## src/rtl/vga_scan_render.sv

```systemverilog
// VGA scan counters, sync generation and two-stage pixel pipeline for the snake renderer.
// Optional wall rendering is built only when the BORDER_EN macro is defined.
module vga_scan_render #(
  parameter int H_ACTIVE  = 640,
  parameter int H_FP      = 16,
  parameter int H_SYNC    = 96,
  parameter int H_BP      = 48,
  parameter int V_ACTIVE  = 480,
  parameter int V_FP      = 10,
  parameter int V_SYNC    = 2,
  parameter int V_BP      = 33,
  parameter int FRAME_DIV = 4,
  parameter int BORDER_W  = 10
) (
  input  logic       VGA_clk,
  input  logic       reset,
  input  logic       snakeHead,
  input  logic       snakeBody,
  input  logic       apple,
  output logic [9:0] xCount,
  output logic [9:0] yCount,
  output logic       update,
  output logic       border,
  output logic       VGA_hs,
  output logic       VGA_vs,
  output logic       VGA_blank_n,
  output logic [3:0] VGA_R,
  output logic [3:0] VGA_G,
  output logic [3:0] VGA_B
);

  localparam int H_TOTAL = H_ACTIVE + H_FP + H_SYNC + H_BP;
  localparam int V_TOTAL = V_ACTIVE + V_FP + V_SYNC + V_BP;
  localparam int FC_W    = (FRAME_DIV > 1) ? $clog2(FRAME_DIV) : 1;

  localparam logic [9:0] H_LAST = 10'(H_TOTAL - 1);
  localparam logic [9:0] V_LAST = 10'(V_TOTAL - 1);
  localparam logic [9:0] H_VIS  = 10'(H_ACTIVE);
  localparam logic [9:0] V_VIS  = 10'(V_ACTIVE);
  localparam logic [9:0] HS_ON  = 10'(H_ACTIVE + H_FP);
  localparam logic [9:0] HS_OFF = 10'(H_ACTIVE + H_FP + H_SYNC - 1);
  localparam logic [9:0] VS_ON  = 10'(V_ACTIVE + V_FP);
  localparam logic [9:0] VS_OFF = 10'(V_ACTIVE + V_FP + V_SYNC - 1);
  localparam logic [FC_W-1:0] FC_LAST = FC_W'(FRAME_DIV - 1);

  logic            hs0, vs0, de0;
  logic            hs1, vs1, de1;
  logic            frame_tick;
  logic [FC_W-1:0] frame_cnt;
  logic            wall;
  logic [11:0]     rgb_next;

  // Stage 0: free-running scan position
  always_ff @(posedge VGA_clk or posedge reset) begin
    if (reset) begin
      xCount <= '0;
      yCount <= '0;
    end else if (xCount == H_LAST) begin
      xCount <= '0;
      if (yCount == V_LAST) yCount <= '0;
      else                  yCount <= yCount + 10'd1;
    end else begin
      xCount <= xCount + 10'd1;
    end
  end

  always_comb begin
    hs0 = !((xCount >= HS_ON) && (xCount <= HS_OFF));
    vs0 = !((yCount >= VS_ON) && (yCount <= VS_OFF));
    de0 = (xCount < H_VIS) && (yCount < V_VIS);
  end

  // Game-step divider, stepped once per frame on the first clock of vertical blank
  assign frame_tick = (xCount == 10'd0) && (yCount == V_VIS);
  assign update     = frame_tick && (frame_cnt == FC_LAST);

  always_ff @(posedge VGA_clk or posedge reset) begin
    if (reset) begin
      frame_cnt <= '0;
    end else if (frame_tick) begin
      if (frame_cnt == FC_LAST) frame_cnt <= '0;
      else                      frame_cnt <= frame_cnt + 1'b1;
    end
  end

  // Stage 1: timing delayed one clock so it lines up with the returned hit flags
  always_ff @(posedge VGA_clk or posedge reset) begin
    if (reset) begin
      hs1 <= 1'b1;
      vs1 <= 1'b1;
      de1 <= 1'b0;
    end else begin
      hs1 <= hs0;
      vs1 <= vs0;
      de1 <= de0;
    end
  end

`ifdef BORDER_EN
  localparam logic [9:0] BW   = 10'(BORDER_W);
  localparam logic [9:0] X_HI = 10'(H_ACTIVE - BORDER_W);
  localparam logic [9:0] Y_HI = 10'(V_ACTIVE - BORDER_W);

  logic [9:0] x1, y1;

  always_ff @(posedge VGA_clk or posedge reset) begin
    if (reset) begin
      x1 <= '0;
      y1 <= '0;
    end else begin
      x1 <= xCount;
      y1 <= yCount;
    end
  end

  assign wall = de1 && ((x1 < BW) || (x1 >= X_HI) || (y1 < BW) || (y1 >= Y_HI));
`else
  assign wall = 1'b0;
`endif

  // Snake and apple sprites sit on top of the wall; blanking overrides everything
  always_comb begin
    rgb_next = 12'h000;
    if (de1) begin
      if (snakeHead)      rgb_next = 12'hFF0;
      else if (snakeBody) rgb_next = 12'h0F0;
      else if (apple)     rgb_next = 12'hF00;
      else if (wall)      rgb_next = 12'hFFF;
    end
  end

  // Stage 2: output registers keep sync, blank and colour mutually aligned
  always_ff @(posedge VGA_clk or posedge reset) begin
    if (reset) begin
      VGA_hs      <= 1'b1;
      VGA_vs      <= 1'b1;
      VGA_blank_n <= 1'b0;
      border      <= 1'b0;
      VGA_R       <= '0;
      VGA_G       <= '0;
      VGA_B       <= '0;
    end else begin
      VGA_hs      <= hs1;
      VGA_vs      <= vs1;
      VGA_blank_n <= de1;
      border      <= wall;
      VGA_R       <= rgb_next[11:8];
      VGA_G       <= rgb_next[7:4];
      VGA_B       <= rgb_next[3:0];
    end
  end

endmodule
```

## config.mk

```make
export PLATFORM = sky130hd
export DESIGN_NAME = vga_scan_render
export DESIGN_NICKNAME = d
export VERILOG_FILES = /design/src/rtl/vga_scan_render.sv
export SDC_FILE = /design/constraint.sdc
export NUM_CORES = 1
export LEC_CHECK = 0
export ABC_CLOCK_PERIOD_IN_PS = 3200
export BUFFER_PORTS_ARGS = -buffer_cell sky130_fd_sc_hd__buf_4
export CAP_MARGIN = 20
export CELL_PAD_IN_SITES_DETAIL_PLACEMENT = 0
export CELL_PAD_IN_SITES_GLOBAL_PLACEMENT = 1
export CORE_UTILIZATION = 30
export CTS_CLUSTER_SIZE = 24
export DETAILED_ROUTE_END_ITERATION = 12
export MAX_ROUTING_LAYER = met4
export PLACE_DENSITY_LB_ADDON = 0.1
export SYNTH_ARGS = -nofsm -noshare
export SYNTH_HDL_FRONTEND = slang
export SYNTH_SLANG_ARGS = --single-unit
```

## constraint.sdc

```tcl
create_clock -name VGA_clk -period 3.2 [get_ports VGA_clk]
set_clock_uncertainty 0.15 [all_clocks]
set_input_delay 0.16 -clock VGA_clk [delete_from_list [all_inputs] [get_ports VGA_clk]]
set_output_delay 0.16 -clock VGA_clk [all_outputs]
set_load 0.05 [all_outputs]
```

==> metrics.yaml, run 1 <==
critical_path:
  start_kind: "register"
  r2r_end: "yCount[3]$_DFFE_PP0N_"
  crit_chain: "nand4_1 > or4_1 > nor4_2 > buf_4"
  reg2reg_slack_ns: 1.05
  crit_family: "simple AND/OR/NAND/NOR gates"
  endpoint_kind: "primary output"
  worstReg2RegStart: "xCount[0]$_DFF_PP0_"
  cp_slowest_cell: "or4_1"
  arrival_ns: 1.99
  rr_worst_depth: 6
  worstPathRequired_ns: 2.89
  path_max_fanout: 6
  path_buf_inv: 1
  cp_slowest_stage_delay_ns: 0.54
  crit_type: "register to primary output"
route:
  dr.pass1.iters: 5
  drt_iter0_drc: 103
  totalWireLength_um: 3573
  drc: 0
  vias: 1217
  final_antenna_net_count: 0
  wl_per_cell_um: 13.85
  via_per_inst: 4.717
timing:
  fin_crit_sh: 0.7190
  hold_viol: 0
  worst-slew-pin-transition_ns: 0.7501
  fin_crit_ns: 2.301
  worst_slack_ns: 0.8993
  rsz0062_at_grt: "false"
  setup_violations: 0
  timing.fmax_mhz: 434.7
  slew_viol_final: 0
  setup_tns_ns: 0
  slew_headroom: 0.4994
pwr:
  power_uw: 736.3
  power_density_mw_per_mm2: 374.8
  peakVddDrop_mv: 0.1411
  p_leak_nw: 0.9310
grt:
  grt_remaining_overflow: 0
  grt_first_pass_wirelength_um: 5954
  global_route.usage.met3: 0.04472
  grtUsageTotal: 0.1530
  grt_use_met1: 0.1940
  grt_pass1_vias: 1186
  antenna_found_initial: 0
  use_met2: 0.2273
  top_usage_layer: "met2"
  grt_max_degree: 21
synthesis:
  yosys.area.top_type: "dfrtp_1"
  synth_cell_types: 40
  ys_ff_latch: 30
  ys_warn_count: 0
  syn_avg_cell_area_um2: 10.16
  netlist_area_mm2: 0.001555
  synth_area_leaders: "dfrtp_1 42%, dfstp_2 6.8%, buf_4 5.3%, ha_1 4.8%, xor2_1 3.4%"
  netlist_instances: 153
  synth_top_area_frac: 0.4183
  yosysSeqAreaShare: 0.4859
clock_tree:
  htree_levels: 2
  clock-sinks: 30
  clk_latency_ns: 0.28
  cts-root-buf: "clkbuf_8"
  cts_tree: "yes"
  numCtsBuffers: 5
  clockBufferDepth: 2
  clkTransAtPathRegs_ns: 0.07
  cts-resized-gates: 0
layout:
  fin_area_mm2: 0.001964
  nNetsFinal: 201
  register_area_um2: 755.7
  multi_input_area_um2: 679.4
  fin_cells: 258
  diodes: 0
  drive_gt1_frac: 0.2880
  layout.filler_cells: 500
  syn_to_final_growth_pct: 26.31
run_status:
  status: "completed"
placed_design:
  dp_cells: 246
  dpl.hpwl_um: 2617
  routabilityCongestion: 0.8301
  dpl_cell_area_mm2: 0.001842
  dp_slack_ns: 1.055
  port_buffers: 36
floorplanning:
  num_rows: 25
  die_w_um: 74
  initial_core_util: 0.3208
  io_pins: 42
  fp.dieH_um: 74
  fp.coreArea_mm2: 0.004848
  dieArea_mm2: 0.005476
min_path:
  worstHoldStart: "apple"
  worst_hold_path.num_cells: 3
  min_path_type: "primary input to register"
  min_to: "VGA_R[2]$_DFF_PP0_"
job:
  cap_violations: 0
==> worst max path at each step <==
stage	depth (start not counted)	slack (ns)	startpoint	end
after floorplan	3	0.52	yCount[5]$_DFFE_PP0N_	update
after global placement	6	1.10	xCount[0]$_DFF_PP0_	yCount[6]$_DFFE_PP0N_
after detailed placement	6	1.05	xCount[0]$_DFF_PP0_	yCount[3]$_DFFE_PP0N_
after CTS	4	0.86	yCount[5]$_DFFE_PP0N_	update
after global routing	4	0.76	yCount[5]$_DFFE_PP0N_	update
final	4	0.90	yCount[5]$_DFFE_PP0N_	update
==> routing by layer <==
| layer | part of all wire | up-vias |
|---|---|---|
| met5 | 0 | - |
| met2 | 0.47 | 39 |
| li1 | - | 587 |
| met3 | 0.047 | 4 |
| met4 | 0.013 | 0 |
| met1 | 0.47 | 587 |
==> power by group <==
| group | switching (mW) | internal, mW |
|---|---|---|
| combinational | 0.0457 | 0.0156 |
| sequential | 0.00148 | 0.381 |
| clock | 0.142 | 0.150 |
| total | 0.189 | 0.547 |
==> cell usage in the layout (no fill, tap or decap), types with 2 or more instances in the layout <==
cell type       n
xnor2_1         5
xor2_1          6
nor4_1          2
conb_1          5
nor2_1         10
dfstp_2         4
inv_1          10
mux2_1          2
a31oi_1         2
nor3_1          2
dfrtp_1        26
clkbuf_8        5
ha_1            6
dlygate4sd3_1   4
nand4_1         6
and2_1          4
nand3_1         8
o21a_1          2
o21ai_0         6
and3_1          3
nand2_1        11
clkinv_2        2
buf_4          38
or4_1           4
==> sequential cells by signal, indices dropped and copies added (netlist names) <==
signal and cells:
VGA_G 1, VGA_R 1, VGA_blank_n 1, VGA_hs 1, VGA_vs 1, de1 1, frame_cnt 2, hs1 1
vs1 1, xCount 10, yCount 10
==> worst reg2reg max path, cell delays in order, from the launching register on <==
cell     delay (ns)
dfrtp_1        0.41
ha_1           0.23
nand3_2        0.13
nor4_1         0.57
buf_4          0.28
nand2_1        0.07
o31ai_1        0.22
==> synthesized netlist by cell type (all sizes together) <==
cell and n:
clkbuf 4, a21oi 1, nand4b 1, a211oi 1, and2 4, ha 6
inv 10, and3b 1, nand4 6, xor2 6, o21a 2, nor3 3
or2 1, o21ai 6, o31ai 1, a31oi 2, dfrtp 26, and3 3
dfstp 4, mux2i 1, and4 1, buf 12, xnor2 5, nand2 11
nor4 4, nor2 10, nand3 9, nor2b 1, a22oi 1, or4 5
conb 1, mux2 2, nor4b 1, or3 1
==> kinds of logic (layout without fill, tap and decap cells) <==
kind of cell | Yosys count | after routing | share of synthesized area
simple gates | 62 | 62 | 0.2349
other cells | 1 | 5 | 0.002411
buf+inv | 26 | 60 | 0.09091
fa+ha+maj | 6 | 6 | 0.04827
compound gates | 14 | 14 | 0.05471
flops | 30 | 30 | 0.4859
mux | 3 | 3 | 0.02092
xor+xnor | 11 | 11 | 0.06195
==> final cells by class <==
cell class,instances,share of cell area
Multi-Input combinational cell,101,0.3459
Sequential cell,30,0.3847
Clock inverter,2,0.005096
Tap cell,67,0.04268
Inverter,10,0.01911
Timing Repair Buffer,42,0.1656
Clock buffer,6,0.03694
==> stage by stage <==
stage / hold WS (ns) / util
final: 0.06067 / 0.4052
after global routing: 0.06260 / 0.4052
after CTS: 0.05825 / 0.4052
after detailed placement: 0.1970 / 0.3799
after global placement: 0.1953 / 0.3799
after floorplan: 0.09784 / -
==> timing repair <==
| item | CTS | global route |
|---|---|---|
| hold endpoints to repair | 17 | 0 |
| buffers inserted | 0 | 0 |
| hold buffers | 4 | 0 |
(Power assumes the default switching activity.)
==> run 2: changes to the inputs <==
--- a/config.mk
+++ b/config.mk
@@ -5,7 +5,8 @@
 export SDC_FILE = /design/constraint.sdc
 export NUM_CORES = 1
 export LEC_CHECK = 0
-export ABC_CLOCK_PERIOD_IN_PS = 3200
+export ABC_AREA = 1
+export ABC_CLOCK_PERIOD_IN_PS = 2350
 export BUFFER_PORTS_ARGS = -buffer_cell sky130_fd_sc_hd__buf_4
 export CAP_MARGIN = 20
 export CELL_PAD_IN_SITES_DETAIL_PLACEMENT = 0
==> constraint.sdc (replaced) <==
create_clock -name VGA_clk -period 2.35 [get_ports VGA_clk]
set_clock_uncertainty 0.15 [all_clocks]
set_input_delay 0.1175 -clock VGA_clk [delete_from_list [all_inputs] [get_ports VGA_clk]]
set_output_delay 0.1175 -clock VGA_clk [all_outputs]
set_load 0.05 [all_outputs]
==> run 2 against run 1 <==
Final cell count grew 29%; synthesized area is 12% higher; worst setup slack worse by 0.51 ns; global-route usage is 0.30 points higher; via count grew 21%; critical endpoint is now VGA_R[2]$_DFF_PP0_; largest cell class is now multi-input combinational cells; largest power group unchanged; highest routed layer unchanged.
==> metrics.yaml, run 2 <==
clock_tree:
  cts-root-buf: "clkbuf_8"
  numCtsBuffers: 5
  clk_latency_ns: 0.28
  ctsHoldBuffers: 6
  clkTransAtPathRegs_ns: 0.06
  cts-resized-gates: 0
  cts_setup_buffers: 0
  cts_tree: "yes"
  htree_levels: 2
  clock-sinks: 30
  clockBufferDepth: 2
pwr:
  p_leak_nw: 1.016
  power_density_mw_per_mm2: 461.2
  peakVddDrop_mv: 0.1787
synthesis:
  ys_warn_count: 0
  ys_ff_latch: 30
  post-synth-top-count-cell: "nand2_1"
  netlist_instances: 221
  netlist_area_mm2: 0.001745
  synth_cell_types: 29
  synth_top_area_frac: 0.3728
  synth_area_leaders: "dfrtp_1 37%, nand2_1 9.5%, inv_1 6.7%, nor2_1 6.2%, dfstp_2 6.0%"
  synth.cells.most_frequent: "44 x nand2_1, 31 x inv_1, 29 x nor2_1, 26 x dfrtp_1, 17 x nand3_1"
  synth_edf_count: 0
  yosysSeqAreaShare: 0.4330
  async_reset_ff_frac: 1.000
  yosys.area.top_type: "dfrtp_1"
  synth_ff_type: "dfrtp_1"
  syn_avg_cell_area_um2: 7.898
layout:
  nNetsFinal: 273
  drive_gt1_frac: 0.2252
  final_cell_mix: "44 x nand2_1, 37 x buf_4, 31 x inv_1"
  layout.filler_cells: 590
  final_common_cell: "nand2_1"
  fin_cells: 334
  top_regs: "xCount (10), yCount (10), frame_cnt (2)"
  syn_to_final_growth_pct: 24.09
  diodes: 0
route:
  via_per_inst: 4.401
  vias: 1470
  wl_per_cell_um: 12.09
  totalWireLength_um: 4038
  drt_iter0_drc: 53
  dr.pass1.iters: 4
  final_antenna_net_count: 0
  drc: 0
critical_path:
  endpoint_kind: "register"
  crit_chain: "dlygate4sd3_1 > buf_4 > nand2_1 > dlygate4sd3_1 > a21oi_1 > dlygate4sd3_1"
  critPathMostFrequentCell: "dlygate4sd3_1"
  crit_family: "buffers and inverters"
  arrival_ns: 1.97
  crit_type: "primary input to register"
  path_max_fanout: 1
  path_buf_inv: 4
  cp_slowest_cell: "dlygate4sd3_1"
  start_kind: "primary input"
  cp_slowest_stage_delay_ns: 0.54
  worstPathRequired_ns: 2.36
placed_design:
  dp_slack_ns: 0.5459
  dp_cells: 321
  routabilityCongestion: 0.7415
  dpl.hpwl_um: 2959
  port_buffers: 36
grt:
  grt_remaining_overflow: 0
  grt_pass1_vias: 1410
  grtUsageTotal: 0.1560
  grt_max_degree: 31
  antenna_found_initial: 0
  grt_first_pass_wirelength_um: 7038
timing:
  rsz0062_at_grt: "false"
  fin_crit_sh: 0.8334
  hold_viol: 0
  setup_violations: 0
  worst_slack_ns: 0.3914
  setup_tns_ns: 0
  slew_viol_final: 0
  fin_crit_ns: 1.959
  timing.fmax_mhz: 510.6
min_path:
  min_path_type: "register to register"
floorplanning:
  num_rows: 27
  die_w_um: 78.28
  io_pins: 42
  dieArea_mm2: 0.006127
  fp.dieH_um: 78.28
  fp.coreArea_mm2: 0.005540
  initial_core_util: 0.3150
job:
  cap_violations: 0
run_status:
  status: "completed"
==> run 2: cell count changes after synthesis, sizes merged, moves of 5 or more <==
cell   change
nand2     +35
nor2      +24
nor3       +5
o21ai      +6
inv       +23
or4        -5
nand3     +10
==> run 2: path summary, 6_finish.rpt <==
kind / startpoint / depth (start not counted) / slack, ns / to
min in group asynchronous: reset / 4 / 0.32 / xCount[6]$_DFF_PP0_
min reg2reg: vs1$_DFF_PP1_ / 0 / 0.21 / VGA_vs$_DFF_PP1_
min: vs1$_DFF_PP1_ / 0 / 0.21 / VGA_vs$_DFF_PP1_
max in group asynchronous: reset / 4 / 1.41 / VGA_hs$_DFF_PP1_
max: apple / 6 / 0.39 / VGA_R[2]$_DFF_PP0_
max reg2reg: xCount[0]$_DFF_PP0_ / 8 / 0.57 / yCount[4]$_DFFE_PP0N_
==> run 2: where the power goes <==
| part | total, mW | switching [mW] | internal (mW) |
|---|---|---|---|
| clock network | 0.393 | 0.189 | 0.204 |
| logic | 0.0857 | 0.0625 | 0.0232 |
| registers | 0.521 | 0.00180 | 0.519 |
==> run 2: per-stage QoR <==
step	util	hold slack (ns)	total power, mW	instance area (um^2)
3_5_place_dp	0.3663	0.08491	0.6090	2029
6_report	0.3909	0.2052	0.9990	2166
5_1_grt	0.3909	0.2090	1.047	2166
3_3_place_gp	0.3663	0.08466	0.6089	2029
2_1_floorplan	-	0.05534	0.6011	1760
4_1_cts	0.3909	0.2069	1.022	2166
==> run 2: metal layers <==
layer,up-vias,share of wire,GRT usage
li1,757,-,-
met4,0,0.018,0.06667
met5,-,0,-
met1,674,0.50,0.2059
met2,33,0.44,0.2289
met3,6,0.041,0.03488
==> run 2: cell type report <==
type	instances	area [um^2]	share of cell area
clock buffers	7	76.32	0.03524
inverters	33	123.9	0.05719
multi-input cells	149	782.0	0.3611
flip-flops and latches	30	755.7	0.3489
well taps	72	90.09	0.04159
repair buffers	43	337.8	0.1560
==> run 2: logic make-up (layout without fill, tap and decap cells) <==
logic type / after synthesis / count (layout) / share of synthesized area
AND/OR/NAND/NOR: 115 / 115 / 0.3125
buffers and inverters: 46 / 83 / 0.1276
flip-flops: 30 / 30 / 0.4330
AO/OA/AOI/OAI: 17 / 17 / 0.05161
adder cells (fa/ha/maj): 6 / 6 / 0.04301
XOR/XNOR: 6 / 6 / 0.03011
other: 1 / 5 / 0.002148
